`config.mk`:
```
export PLATFORM = sky130hd
export DESIGN_NAME = alu_uart_sequencer
export DESIGN_NICKNAME = d
export VERILOG_FILES = /design/src/rtl/alu_uart_sequencer_pkg.sv /design/src/rtl/seq_timeout_counter.sv /design/src/rtl/alu_uart_sequencer.sv
export SDC_FILE = /design/constraint.sdc
export NUM_CORES = 1
export LEC_CHECK = 0
export CAP_MARGIN = 20
export CORE_UTILIZATION = 54
export DETAILED_ROUTE_END_ITERATION = 16
export DONT_BUFFER_PORTS = 1
export PLACE_DENSITY = 0.73
export SLEW_MARGIN = 20
export SYNTH_ARGS = -nofsm -noshare
export SYNTH_HDL_FRONTEND = slang
export SYNTH_SLANG_ARGS = --single-unit
export TNS_END_PERCENT = 100
```
`constraint.sdc`:
```
create_clock -name i_clk -period 1.5 [get_ports i_clk]
set_clock_uncertainty 0.2 [all_clocks]
set_input_delay 0.45 -clock i_clk [delete_from_list [all_inputs] [get_ports i_clk]]
set_output_delay 0.45 -clock i_clk [all_outputs]
set_load 0.03 [all_outputs]
```
`src/rtl/alu_uart_sequencer_pkg.sv`:
```
// Shared definitions for the ALU front-end sequencer.
// The default data and mode widths are shared with the ALU and UART blocks.
// The state encodings are the 3-bit constants kept for older blocks that decode the state.
package alu_uart_sequencer_pkg;

    localparam int unsigned DEFAULT_DATA_WIDTH = 8;
    localparam int unsigned DEFAULT_MODE_WIDTH = 6;
    localparam int unsigned STATE_WIDTH        = 3;

    localparam logic [STATE_WIDTH-1:0] S_WAIT_A  = 3'd0;
    localparam logic [STATE_WIDTH-1:0] S_WAIT_B  = 3'd1;
    localparam logic [STATE_WIDTH-1:0] S_WAIT_OP = 3'd2;
    localparam logic [STATE_WIDTH-1:0] S_EXEC    = 3'd3;
    localparam logic [STATE_WIDTH-1:0] S_SEND    = 3'd4;
    localparam logic [STATE_WIDTH-1:0] S_WAIT_TX = 3'd5;

    // True in the middle of a command, where an idle gap between bytes may be aborted.
    function automatic logic in_timeout_window(input logic [STATE_WIDTH-1:0] state);
        return (state == S_WAIT_B) || (state == S_WAIT_OP);
    endfunction

    // True while a command is executing or transmitting, so incoming bytes are dropped.
    function automatic logic in_overrun_window(input logic [STATE_WIDTH-1:0] state);
        return (state == S_EXEC) || (state == S_SEND) || (state == S_WAIT_TX);
    endfunction

endpackage

```
`src/rtl/seq_timeout_counter.sv`:
```
// Inter-byte idle counter for the sequencer.
// Ports:
//   clk, rst_n : clock, asynchronous active-low reset
//   clear      : restart the count from zero (has priority over enable)
//   enable     : one idle cycle inside the timeout window
//   expire_c   : combinational; high on the idle cycle that completes TIMEOUT_CYCLES
// TIMEOUT_CYCLES = 0 disables the timeout, so expire_c is tied low.
module seq_timeout_counter #(
    parameter int unsigned TIMEOUT_CYCLES = 0
) (
    input  logic clk,
    input  logic rst_n,
    input  logic clear,
    input  logic enable,
    output logic expire_c
);

    localparam int unsigned CNT_W = (TIMEOUT_CYCLES == 0) ? 1 : $clog2(TIMEOUT_CYCLES + 1);
    localparam int unsigned LAST  = (TIMEOUT_CYCLES == 0) ? 0 : TIMEOUT_CYCLES - 1;

    logic [CNT_W-1:0] cnt;

    // Saturating idle-cycle count.
    always_ff @(posedge clk or negedge rst_n) begin
        if (!rst_n) begin
            cnt <= '0;
        end else if (clear) begin
            cnt <= '0;
        end else if (enable && (cnt != CNT_W'(TIMEOUT_CYCLES))) begin
            cnt <= cnt + CNT_W'(1);
        end
    end

    // Expire on the idle cycle that would take the count to TIMEOUT_CYCLES.
    generate
        if (TIMEOUT_CYCLES == 0) begin : g_disabled
            assign expire_c = 1'b0;
        end else begin : g_enabled
            assign expire_c = enable && (cnt == CNT_W'(LAST));
        end
    endgenerate

endmodule

```
`src/rtl/alu_uart_sequencer.sv`:
```
// Front-end controller for the ALU datapath.
// It assembles operand A, operand B and the op code from the UART receive byte stream.
// It holds them on the ALU inputs, waits the ALU settle time, captures the result and
// hands it to the UART transmitter.
// Ports:
//   i_clk, i_rst_n   : clock, asynchronous active-low reset
//   i_rx_data/valid  : received byte and its one-cycle strobe
//   i_alu_result     : combinational ALU result for o_A/o_B/o_op
//   o_A, o_B, o_op   : registered ALU operands and op code
//   o_tx_data        : captured result byte for the transmitter
//   o_tx_start       : one-cycle transmit start pulse
//   i_tx_busy        : transmitter busy; high from the o_tx_start cycle onward
//   o_busy           : high whenever a command is in progress
//   o_timeout        : one-cycle pulse when a partial command is abandoned
//   o_overrun        : one-cycle pulse when a byte is dropped during execute/transmit
module alu_uart_sequencer
    import alu_uart_sequencer_pkg::*;
#(
    parameter int unsigned DATA_WIDTH     = DEFAULT_DATA_WIDTH,
    parameter int unsigned MODE_WIDTH     = DEFAULT_MODE_WIDTH,
    parameter int unsigned ALU_LATENCY    = 1,
    parameter int unsigned TIMEOUT_CYCLES = 0
) (
    input  logic                  i_clk,
    input  logic                  i_rst_n,
    input  logic [DATA_WIDTH-1:0] i_rx_data,
    input  logic                  i_rx_valid,
    input  logic [DATA_WIDTH-1:0] i_alu_result,
    output logic [DATA_WIDTH-1:0] o_A,
    output logic [DATA_WIDTH-1:0] o_B,
    output logic [MODE_WIDTH-1:0] o_op,
    output logic [DATA_WIDTH-1:0] o_tx_data,
    output logic                  o_tx_start,
    input  logic                  i_tx_busy,
    output logic                  o_busy,
    output logic                  o_timeout,
    output logic                  o_overrun
);

    localparam int unsigned EXEC_W    = $clog2(ALU_LATENCY + 1);
    localparam int unsigned EXEC_LAST = (ALU_LATENCY == 0) ? 0 : ALU_LATENCY - 1;

    logic [STATE_WIDTH-1:0] state,    state_nxt;
    logic [EXEC_W-1:0]      exec_cnt, exec_cnt_nxt;
    logic [DATA_WIDTH-1:0]  a_nxt, b_nxt, tx_data_nxt;
    logic [MODE_WIDTH-1:0]  op_nxt;
    logic                   tx_start_nxt, busy_nxt, timeout_nxt, overrun_nxt;

    logic to_enable_c, to_clear_c, to_expire_c;

    // Count only idle cycles mid-command. Any byte or leaving the window restarts the count.
    assign to_enable_c = in_timeout_window(state) && !i_rx_valid;
    assign to_clear_c  = !to_enable_c;

    seq_timeout_counter #(
        .TIMEOUT_CYCLES (TIMEOUT_CYCLES)
    ) u_timeout (
        .clk      (i_clk),
        .rst_n    (i_rst_n),
        .clear    (to_clear_c),
        .enable   (to_enable_c),
        .expire_c (to_expire_c)
    );

    // Next-state and next-output logic.
    always_comb begin
        state_nxt    = state;
        exec_cnt_nxt = exec_cnt;
        a_nxt        = o_A;
        b_nxt        = o_B;
        op_nxt       = o_op;
        tx_data_nxt  = o_tx_data;
        tx_start_nxt = 1'b0;
        timeout_nxt  = 1'b0;
        overrun_nxt  = 1'b0;

        case (state)
            S_WAIT_A: begin
                if (i_rx_valid) begin
                    a_nxt     = i_rx_data;
                    state_nxt = S_WAIT_B;
                end
            end
            S_WAIT_B: begin
                if (i_rx_valid) begin
                    b_nxt     = i_rx_data;
                    state_nxt = S_WAIT_OP;
                end else if (to_expire_c) begin
                    timeout_nxt = 1'b1;
                    state_nxt   = S_WAIT_A;
                end
            end
            S_WAIT_OP: begin
                if (i_rx_valid) begin
                    op_nxt       = i_rx_data[MODE_WIDTH-1:0];
                    exec_cnt_nxt = '0;
                    state_nxt    = S_EXEC;
                end else if (to_expire_c) begin
                    timeout_nxt = 1'b1;
                    state_nxt   = S_WAIT_A;
                end
            end
            S_EXEC: begin
                // Operands have been stable for ALU_LATENCY cycles on the last count.
                if (exec_cnt == EXEC_W'(EXEC_LAST)) begin
                    tx_data_nxt = i_alu_result;
                    state_nxt   = S_SEND;
                end else if (exec_cnt != EXEC_W'(ALU_LATENCY)) begin
                    exec_cnt_nxt = exec_cnt + EXEC_W'(1);
                end
            end
            S_SEND: begin
                if (!i_tx_busy) begin
                    tx_start_nxt = 1'b1;
                    state_nxt    = S_WAIT_TX;
                end
            end
            S_WAIT_TX: begin
                if (!i_tx_busy) begin
                    state_nxt = S_WAIT_A;
                end
            end
            default: begin
                state_nxt = S_WAIT_A;
            end
        endcase

        if (in_overrun_window(state) && i_rx_valid) begin
            overrun_nxt = 1'b1;
        end

        busy_nxt = (state_nxt != S_WAIT_A);
    end

    // State and output registers.
    always_ff @(posedge i_clk or negedge i_rst_n) begin
        if (!i_rst_n) begin
            state      <= S_WAIT_A;
            exec_cnt   <= '0;
            o_A        <= '0;
            o_B        <= '0;
            o_op       <= '0;
            o_tx_data  <= '0;
            o_tx_start <= 1'b0;
            o_busy     <= 1'b0;
            o_timeout  <= 1'b0;
            o_overrun  <= 1'b0;
        end else begin
            state      <= state_nxt;
            exec_cnt   <= exec_cnt_nxt;
            o_A        <= a_nxt;
            o_B        <= b_nxt;
            o_op       <= op_nxt;
            o_tx_data  <= tx_data_nxt;
            o_tx_start <= tx_start_nxt;
            o_busy     <= busy_nxt;
            o_timeout  <= timeout_nxt;
            o_overrun  <= overrun_nxt;
        end
    end

endmodule

```
==> results.cfg, run 1 <==
[floorplan]
die_x_um = 53.6
rows = 18
start_util = 0.576
dieHeight_um = 53.6
dieArea_um2 = 2880
pin_count = 54
core_um2 = 2500

[placed_design]
dp_hpwl_um = 1730
gp_congestion = 0.681
dpl_cell_area_um2 = 1540
dp_cells = 127
io_buffer_count = 0

[min_path]
hold_class = in -> reg

[critical_path]
cp_slowest_stage_delay_ps = 420
cp_cell_sequence = nand2b_4 -> nor3b_4 -> buf_6 -> mux2_2
cp.arrival_ps = 1610
path_max_fanout = 5
crit_path_start_kind = register
crit_type = reg -> reg
critPathTopFamily = flip-flops
cp_slowest_cell = dfrtp_1
path_buf_inv = 1
required_ps = 1510
critPathCaptureType = register

[global_routing]
grt_pass1_wl_um = 3740
grt.met2_usage = 0.288
grt_pass1_vias = 778
grt_use_met3 = 0.102
grtUsageMet1 = 0.248
grt_busiest_layer = met2
track_usage = 0.198
grt_max_degree = 37
overflow = 0
antenna_found_initial = 0

[detailed_routing]
drt_pass1_iterations = 4
viasPerCell = 5.68
drt_iter0_markers = 7
route.detailed.drc = 0
totalWireLength_um = 2630
wl_per_cell_um = 19.1
ant_nets = 0
via_count = 784

[timing]
setup_ws_ps = -102
finalCritPeriodShare = 1.07
drv_slew = 0
setup_viol = 23
fmax_ghz = 0.624
finalCriticalPeriod_ps = 1600
hold_violations = 0
tns_ps = -990
rsz0062_at_grt = true

[finish]
n_antenna_cell = 0
drive_above_1_share = 0.806
mostFrequentLayoutCells = dfrtp_2 (32), mux2_2 (18), mux2_4 (13)
fill_cells = 167
fin_cells = 138
final_common_cell = dfrtp_2
finish.instance_area_um2 = 1750
nNetsFinal = 128
area_growth_pct = 21.7

[clock_tree]
cts_post_setup_buffers_inserted = 0
cts_buffers = 5
path_clk_slew_ps = 100
cts.root.buffer_cell = clkbuf_4
cts_tree = built
cts.sinks = 36
htree_levels = 2
clockBufferDepth = 2
clock_latency_ps = 330

[synth]
yosysWarnings = 0
ys_ff_latch = 36
yosysTopAreaCell = dfrtp_1
synth.top_cells.by_area = dfrtp_1 (63%), mux2_2 (24%), nor3_4 (2.3%)
syn-cell-area_um2 = 1440
synth_fp_nets = 110
syn-mean-instance-area_um2 = 16.0
yosysSeqAreaShare = 0.626
synth.top_cell.area_share = 0.626
syn_inst = 90
synth_cell_type_count = 22

[pwr]
p_leak_nw = 0.726
irDropWorstVdd_v = 0.00172
power_density_nw_per_um2 = 2620

[run_status]
status = finished with violations
violations = setup timing

[job]
maxCapViolCount = 0
==> worst reg2reg max path, stage by stage (launching register included) <==
cell and delay, ps:
dfrtp_1 420, nand2b_4 180, nor3b_4 200, buf_6 150
mux2_2 340
==> layer usage <==
layer  part of all wire  routed length, um
met1               0.44               1160
met2               0.48               1270
met3              0.072                189
met4             0.0049                 13
met5                  0                  0
==> flip-flops by register name (all words and copies together) (netlist names) <==
register,cells
o_A,8
o_B,8
o_busy,1
o_op,6
o_overrun,1
o_tx_data,8
o_tx_start,1
state,3
==> metrics by stage <==
stage               utilization  setup slack (ps)  power, mW  hold WS [ps]
floorplan                     -              -101       3.45         -45.6
global placement          0.616             -91.7       3.70         -45.0
detailed placement        0.616             -99.7       3.76         -45.0
CTS                       0.688             -82.0       4.55          49.2
global route              0.701              -159       4.82          21.9
finish                    0.701              -102       4.59          58.3
==> worst paths after layout <==
path,from,endpoint,slack (ps),depth (start not counted)
worst max-delay path,state[0]$_DFF_PN0_,o_op[1]$_DFFE_PN0P_,-100,4
worst max register to register,state[0]$_DFF_PN0_,o_op[1]$_DFFE_PN0P_,-100,4
worst min-delay path,i_rx_valid,o_overrun$_DFF_PN0_,60,1
max in group asynchronous,i_rst_n,o_A[4]$_DFFE_PN0P_,540,2
min in group asynchronous,i_rst_n,o_tx_start$_DFF_PN0_,360,2
worst min register to register,state[2]$_DFF_PN0_,state[1]$_DFF_PN0_,420,1
==> repair_timing <==
| action | 4_1_cts | 5_1_grt |
|---|---|---|
| gates cloned | 0 | 1 |
| resized for setup | 35 | 14 |
| setup endpoints to repair | 61 | 55 |
| hold buffers | 3 | 0 |
| endpoints found under the hold margin | 37 | 0 |
==> cell type report <==
cell class,count,area [um^2],share of cell area
sequential,36,941,0.537
timing repair buffer,15,153,0.0871
multi-input combinational,50,556,0.317
tap,30,37.5,0.0214
clock buffer,7,65.1,0.0371
==> power by group <==
group | switching [mW] | total, mW | leakage [nW] | internal (mW)
clock network | 0.285 | 0.551 | 0.0374 | 0.266
logic | 0.419 | 1.25 | 0.293 | 0.826
registers | 1.26 | 2.80 | 0.396 | 1.54
==> Yosys cell counts <==
library cell	instances
o41a_1	1
dfrtp_1	36
nor3_4	2
nand2b_1	1
nor3_1	1
a21boi_0	1
buf_2	1
buf_4	2
xnor2_1	1
nor2_1	1
o22ai_1	1
buf_6	1
o21ai_0	2
nand2_1	1
nor3b_4	1
conb_1	1
nor3b_1	1
nor2b_1	1
nand2b_4	1
mux2_2	31
a21oi_1	1
nand3b_1	1
==> logic make-up after synthesis <==
family          count (synthesis)  synth area share
flops                          36             0.626
other cells                     1           0.00261
mux                            31             0.243
simple gates                   11            0.0730
compound gates                  6            0.0278
xor+xnor                        1           0.00609
buf+inv                         4            0.0217
Power figures use the tool's default switching activity.
==> run 2, diff against run 1 <==
Settings changed: HOLD_SLACK_MARGIN set to 0.1, SLEW_MARGIN 20 to not set.
==> run 2 against run 1 <==
  * The flow still finishes with violations (setup timing)
  * Final cell count grew 12%
  * Critical path depth unchanged
  * Via count is 7.8% higher
  * Core utilization is 6.8 points higher
  * Routed wire length increased by 4.8%
  * Non-clock buffer count rose by 17
  * Combinational power about the same
  * First-iteration DRC count rose by 43%
  * Die area is the same
  * Clock power is 0.9% higher
  * Total power increased by 0.88%
  * Register-to-register slack improved by 20 ps
  * Critical path type unchanged
  * Critical endpoint is now o_op[4]$_DFFE_PN0P_
==> results.cfg, run 2 (synthesis results as in run 1) <==
[floorplan]
rows = 18
dieArea_um2 = 2880
die_x_um = 53.6
pin_count = 54
start_util = 0.576
core_um2 = 2500
dieHeight_um = 53.6

[finish]
final_common_cell = dfrtp_2
fin_util = 0.769
drive_above_1_share = 0.696
nNetsFinal = 145
n_antenna_cell = 0
fill_cells = 150
fin_cells = 155
area_growth_pct = 33.6
mostFrequentLayoutCells = dfrtp_2 (32), dlygate4sd3_1 (19), mux2_2 (18)
reg.largest.list = o_A: 8 flops, o_B: 8 flops, o_tx_data: 8 flops
finish.instance_area_um2 = 1920

[detailed_routing]
wl_met1_um = 1230
met3_length_um = 155
drt_iter0_markers = 10
dr_wl_met2_um = 1360
wl_per_cell_um = 17.8
drt_pass1_iterations = 4
via_count = 845
ant_nets = 0
totalWireLength_um = 2760
highest_layer = met4
viasPerCell = 5.45
route.detailed.drc = 0

[clock_tree]
path_clk_slew_ps = 100
clockBufferDepth = 2
cts_tree = built
cts.root.buffer_cell = clkbuf_4
clock_latency_ps = 330
cts.sinks = 36
htree_levels = 2
cts_buffers = 5

[placed_design]
dp_cells = 127
gp_congestion = 0.681
dpl_cell_area_um2 = 1540
io_buffer_count = 0
dp_hpwl_um = 1730

[critical_path]
cp_slowest_stage_delay_ps = 420
cp_cell_sequence = nand2b_4 -> nor3b_4 -> buf_6 -> mux2_2
cp_slowest_cell = dfrtp_1
critPathTopFamily = flip-flops
crit_path_start_kind = register
path_buf_inv = 1
rr_worst_depth = 4
crit_type = reg -> reg
required_ps = 1520
critPathCaptureType = register
cp.depth = 4
path_max_fanout = 5
cp.arrival_ps = 1600

[pwr]
irDropWorstVdd_v = 0.00165
power_density_nw_per_um2 = 2410
p_leak_nw = 0.797

[global_routing]
overflow = 0
grt_pass1_wl_um = 4090
grt_pass1_vias = 833
grt_max_degree = 37
track_usage = 0.216
antenna_found_initial = 0

[timing]
setup_ws_ps = -85.8
fmax_ghz = 0.631
hold_violations = 0
setup_viol = 27
finalCriticalPeriod_ps = 1590
drv_slew = 0
rsz0062_at_grt = true
finalCritPeriodShare = 1.06

[run_status]
violations = setup timing
status = finished with violations

[min_path]
hold_class = in -> reg
holdPathStages = 2

[job]
maxCapViolCount = 0
==> run 2: cell types whose count changed in the layout (fill, tap and decap cells not counted), sizes merged <==
cell	change
dlygate4sd3	+17
==> run 2: routing by layer <==
metal | global-route usage | vias to the layer above
met2 | 0.335 | 34
met3 | 0.0960 | 2
met5 | 0 | -
met1 | 0.265 | 426
li1 | - | 383
met4 | 0.0789 | 0
==> run 2: worst paths after layout <==
path	startpoint	endpoint	slack, ps
max in group asynchronous	i_rst_n	o_A[6]$_DFFE_PN0P_	540
max	state[0]$_DFF_PN0_	o_op[4]$_DFFE_PN0P_	-90
min reg2reg	state[0]$_DFF_PN0_	o_tx_start$_DFF_PN0_	420
max reg2reg	state[0]$_DFF_PN0_	o_op[4]$_DFFE_PN0P_	-90
min	i_rx_valid	state[0]$_DFF_PN0_	120
min in group asynchronous	i_rst_n	o_tx_start$_DFF_PN0_	360
==> run 2: final cells by class <==
cell class,count,area [um^2],area share
clock buffers,7,65.1,0.0339
well taps,30,37.5,0.0195
flip-flops and latches,36,941,0.490
multi-input cells,50,556,0.289
repair buffers,32,323,0.168
==> run 2: where the power goes <==
group | switching (mW) | internal (mW)
Clock | 0.290 | 0.266
Sequential | 1.26 | 1.54
Combinational | 0.424 | 0.855
==> run 2: what timing repair did <==
| item | in CTS | in global routing |
|---|---|---|
| hold endpoints to repair | 69 | 4 |
| setup endpoints to repair | 61 | 57 |
| hold buffers | 19 | 1 |
| pin swaps | 0 | 0 |
| gates resized for setup | 35 | 14 |
| gates cloned | 0 | 1 |
| setup buffers | 0 | 0 |
==> run 2: per-stage QoR <==
stage	hold slack [ps]	setup slack [ps]	total power [mW]	setup TNS, ps
2_1_floorplan	-45.6	-101	3.45	-1930
3_3_place_gp	-45.0	-91.7	3.70	-1510
3_5_place_dp	-45.0	-99.7	3.76	-2010
4_1_cts	58.6	-82.0	4.59	-1100
5_1_grt	99.2	-145	4.86	-2870
6_report	115	-85.8	4.64	-880
==> run 3, diff against run 2 <==
Settings changed: SLEW_MARGIN set to 10.
==> results of run 3 <==
Final layout, timing and power as in run 2 (identical DEF).
==> variant 1, RTL diff (config.mk and constraints of run 1) <==
Make the reset (`i_rst_n` and `rst_n`) synchronous in 2 clocked blocks. Comments in the files are not updated.
--- a/src/rtl/seq_timeout_counter.sv
+++ b/src/rtl/seq_timeout_counter.sv
@@ -23,3 +23,3 @@
     // Saturating idle-cycle count.
-    always_ff @(posedge clk or negedge rst_n) begin
+    always_ff @(posedge clk) begin
         if (!rst_n) begin
--- a/src/rtl/alu_uart_sequencer.sv
+++ b/src/rtl/alu_uart_sequencer.sv
@@ -135,3 +135,3 @@
     // State and output registers.
-    always_ff @(posedge i_clk or negedge i_rst_n) begin
+    always_ff @(posedge i_clk) begin
         if (!i_rst_n) begin
Behaviour: differs if i_rst_n is asserted again (counterexample within 4 cycles, from zero or initial values and one cycle with i_rst_n low); with i_rst_n held inactive, the same outputs for 10 cycles.
==> variant 1 against run 1 <==
Global-route usage increased by 2.0 points; worst hold slack worse by 0.042 ns; sequential cell count unchanged; cell area down 9.4%; wire length is 4.6% higher; via count increased by 27%; area after synthesis shrank 2.2%; the run still ends with negative setup slack left; setup slack gained 0.079 ns.
Power is not compared: it rests on default switching activity, and its combinational part moved more than twofold at a synthesized area within 25%.
==> variant 1: results (changes against run 1) <==
[metrics] outcome: finished, violations left
[metrics] violations in the final reports: negative setup slack
[metrics] clock insertion delay at the later pin of the skew report: 0.32 ns
[metrics] share of cells above drive strength 1: 0.3618 (-0.4437)
[metrics] buffer depth of the longest clock path: 2 (unchanged)
[metrics] Finish-stage setup viols: 1 (-96%)
[metrics] number of inserted filler cells in the final layout: 208 (+25%)
[metrics] number of DRC markers in iteration 0: 15 (+8)
[metrics] critical path peak fanout: 8 (+3)
[metrics] kind of cell with the highest combined delay on the critical path: simple AND/OR/NAND/NOR gates
[metrics] Hold Buf Count CTS: 1 (-2)
[metrics] register area share after synthesis: 0.5120 (-0.1141)
[metrics] global-route wire length before repair: 4.236 mm (+13%)
[metrics] count of cell types in the netlist: 24 (+9.1%)
[metrics] FF/Latch Area: 768.2 um^2 (-18%)
[metrics] type of the most critical hold path: in -> reg
[metrics] largest net degree at the start of global routing: 36 (-2.7%)
[metrics] setup slack after layout: -0.02233 ns (+0.07943 ns)
[metrics] standard cell area after detailed placement: 0.001468 mm^2 (-4.6%)
[metrics] most frequent cells after synthesis: 36 x dfxtp_1, 34 x nand2_1, 16 x a21boi_0, 16 x nor2b_1, 14 x mux2i_1
[metrics] wire length on met2: 1.329 mm (+4.9%)
[metrics] clock root buffer: clkbuf_4
[metrics] met3 demand-to-capacity share in global routing: 0.1121 (+0.01037)
[metrics] syn_area_per_cell: 9.708 um^2 (-39%)
[metrics] Place WS: -0.08076 ns (+0.01896 ns)
[metrics] CTS-repair resized insts: 33 (-5.7%)
[metrics] Critical Path AT: 1.54 ns (-0.07 ns)
[metrics] met1 track demand over resource: 0.2404 (-0.007797)
[metrics] WL met3: 230 um (+22%)
[metrics] hpwl dp: 1.942 mm (+12%)
[metrics] total setup buffers inserted after CTS: 0 (unchanged)
[metrics] detailed-route wire length on metal 1: 1.157 mm (-0.17%)
[metrics] delay of the slowest cell on the worst path: 0.40 ns (-0.02 ns)
[metrics] maximum level of the CTS H-tree: 2 (unchanged)
[metrics] total wire length: 2.750 mm (+4.6%)
[metrics] largest registers ranked by flip-flop count: o_A: 8 flops, o_B: 8 flops, o_tx_data: 8 flops
[metrics] Routability Congestion: 0.6931 (+1.8%)
[metrics] Synthesized Nets: 165 (+50%)
[metrics] wire length per cell: 15.11 um (-21%)
[metrics] cell types with the largest area share after synthesis: dfxtp_1 51%, mux2i_1 10%, nand2_1 9.1%
[metrics] met2 track utilization from global routing: 0.3544 (+0.06693)
[metrics] count of antenna diodes in the layout: 0 (unchanged)
[metrics] Via Count: 997 (+27%)
[metrics] clock-pin slew on the worst setup and hold paths: 0.10 ns (about the same)
[metrics] Post-synth ARST share: 0 (-1.000)
[metrics] via count of the first global-routing pass: 974 (+25%)
[metrics] slowest library cell on the worst path: dfxtp_4
[metrics] number of iterations in the first detailed-routing pass: 5 (+1)
[metrics] accumulated negative setup slack: -0.02233 ns (+0.9680 ns)
[metrics] GRT Resource Usage Total: 0.2178 (+0.02023)
variant 1: report_power, final:
group / switching, uW / internal [uW]
Sequential: 96.5 / 1000
Combinational: 64.5 / 77.5
Clock: 296 / 173
Total: 457 / 1250
variant 1: kinds of logic after synthesis:
logic type / share of synthesized area
other: 0.002664
muxes: 0.1076
AOI/OAI and AO/OA: 0.09866
DFF: 0.5120
buffers and inverters: 0.03555
and+or+nand+nor: 0.2436
variant 1: layout make-up:
class                           count  share of cell area
Clock buffer                        6             0.02600
Clock inverter                      1            0.003152
Multi-Input combinational cell    100              0.4169
Sequential cell                    36              0.4838
Tap cell                           30             0.02364
Timing Repair Buffer                9             0.04649
variant 1: final timing paths:
kind,startpoint,endpoint,slack (ns),depth (start not counted)
max,state[0],o_busy,-0.02,4
min,i_rx_valid,o_overrun,0.02,2
max reg2reg,state[0],o_busy,-0.02,4
min reg2reg,state[0],o_tx_start,0.28,1
==> variant 2, RTL diff (settings of run 1) <==
Without the edit above. The package constant `DEFAULT_MODE_WIDTH` goes from 6 to 3.
--- a/src/rtl/alu_uart_sequencer_pkg.sv
+++ b/src/rtl/alu_uart_sequencer_pkg.sv
@@ -6,3 +6,3 @@
     localparam int unsigned DEFAULT_DATA_WIDTH = 8;
-    localparam int unsigned DEFAULT_MODE_WIDTH = 6;
+    localparam int unsigned DEFAULT_MODE_WIDTH = 3;
     localparam int unsigned STATE_WIDTH        = 3;
Interface: changed (resized o_op); port bits go from 54 to 51. No check against the original RTL was run, so the function may have changed too.
==> variant 2 against run 1 <==
The run still ends with negative setup slack left; sequential cell count decreased by 3; non-clock buffer count decreased by 3; sequential share of layout area decreased by 1.4 points; first-iteration DRC count decreased by 29%; setup slack improved by 0.069 ns; wire length decreased by 13%; combinational power decreased by 6%; clock power increased by 23%; area after synthesis decreased by 7.9%; cell area decreased by 5.9%; power decreased by 3.8%.
==> variant 2: results (changes against run 1) <==
[metrics] Synthesized Nets: 104 (-5.5%)
[metrics] comb_multi_in: 47 (-6.0%)
[metrics] WHS: 0.07129 ns (+0.01299 ns)
[metrics] Post-Synth XOR/XNOR Area: 0.006610 (+0.0005231)
[metrics] met3 demand-to-capacity share in global routing: 0.05848 (-0.04322)
[metrics] share of cells above drive strength 1: 0.7900 (-0.01556)
[metrics] post-placement cell count: 113 (-11%)
[metrics] violations in the final reports: negative setup slack
[metrics] outcome: finished, violations left
[metrics] portion of the layout cell area used by non-clock buffers: 0.08270 (-0.004441)
[metrics] utilization of the core after routing: 0.7314 (+0.03071)
[metrics] Non-CTS buffers: 12 (-3)
[metrics] number of clock sinks: 33 (-8.3%)
[metrics] hpwl dp: 1.531 mm (-11%)
[metrics] Critical Path AT: 1.54 ns (-0.07 ns)
[metrics] via count of the first global-routing pass: 771 (-0.90%)
[metrics] Int Pwr: 2597 uW (-1.2%)
[metrics] Gate Count Post-Synth: 84 (-6.7%)
[metrics] Place WS: -0.08338 ns (+0.01634 ns)
[metrics] FF/Latch Area: 862.1 um^2 (-8.4%)
[metrics] syn_area_per_cell: 15.77 um^2 (-1.3%)
[metrics] Finish-stage setup viols: 18 (-22%)
[metrics] GRT Resource Usage Total: 0.1891 (-0.008524)
[metrics] standard cell area after detailed placement: 0.001398 mm^2 (-9.2%)
[metrics] setup slack after layout: -0.03298 ns (+0.06878 ns)
==> variant 2: cell count changes in the layout (fill, tap and decap cells not counted) <==
cell	before	now
dfrtp_2	32	29
mux2_2	18	16
nand3b_1	1	0
clkbuf_1	0	1
bufinv_16	0	1
nand3b_4	0	1
buf_6	6	1
buf_12	1	3
mux2_4	13	12
clkbuf_8	2	1
==> variant 2: timing repair <==
item / CTS / global route
resized for setup: 23 / 20
setup buffers: 2 / 2
pin swaps: 0 / 2
hold buffers: 3 / 0
endpoints found under the setup margin: 53 / 40
hold endpoints to repair: 34 / 0
==> variant 2: kinds of logic after synthesis <==
group,Yosys count
AND/OR/NAND/NOR,11
XOR/XNOR,1
multiplexers,28
flip-flops,33
buffers and inverters,4
other,1
AO/OA/AOI/OAI,6
==> variant 2: worst paths after layout <==
check / startpoint / endpoint / depth (start not counted)
max: state[2] / o_A[4] / 3
min: i_rx_data[0] / o_B[0] / 1
max reg2reg: state[2] / o_A[4] / 3
min reg2reg: state[2] / state[1] / 1
max in group asynchronous: i_rst_n / o_A[2] / 2
min in group asynchronous: i_rst_n / o_tx_data[2] / 2
==> variant 2: power by group through the flow <==
| stage | Combinational, uW | Clock (uW) | Sequential, uW |
|---|---|---|---|
| after floorplan | 816 | 0 | 2330 |
| after global placement | 914 | 0 | 2460 |
| after detailed placement | 948 | 0 | 2490 |
| after CTS | 1080 | 694 | 2520 |
| after global routing | 1280 | 723 | 2610 |
| final | 1180 | 675 | 2560 |
==> variant 2: per-layer routing <==
layer  wire, um  part of all wire
met1        908              0.40
met2       1176              0.52
met3        170             0.074
met4         27             0.012
met5          0                 0
==> variant 2: worst register-to-register path, stage by stage (launching register included) <==
cell	delay, ns
dfrtp_2	0.50
nor3_4	0.25
buf_12	0.16
mux2_2	0.33
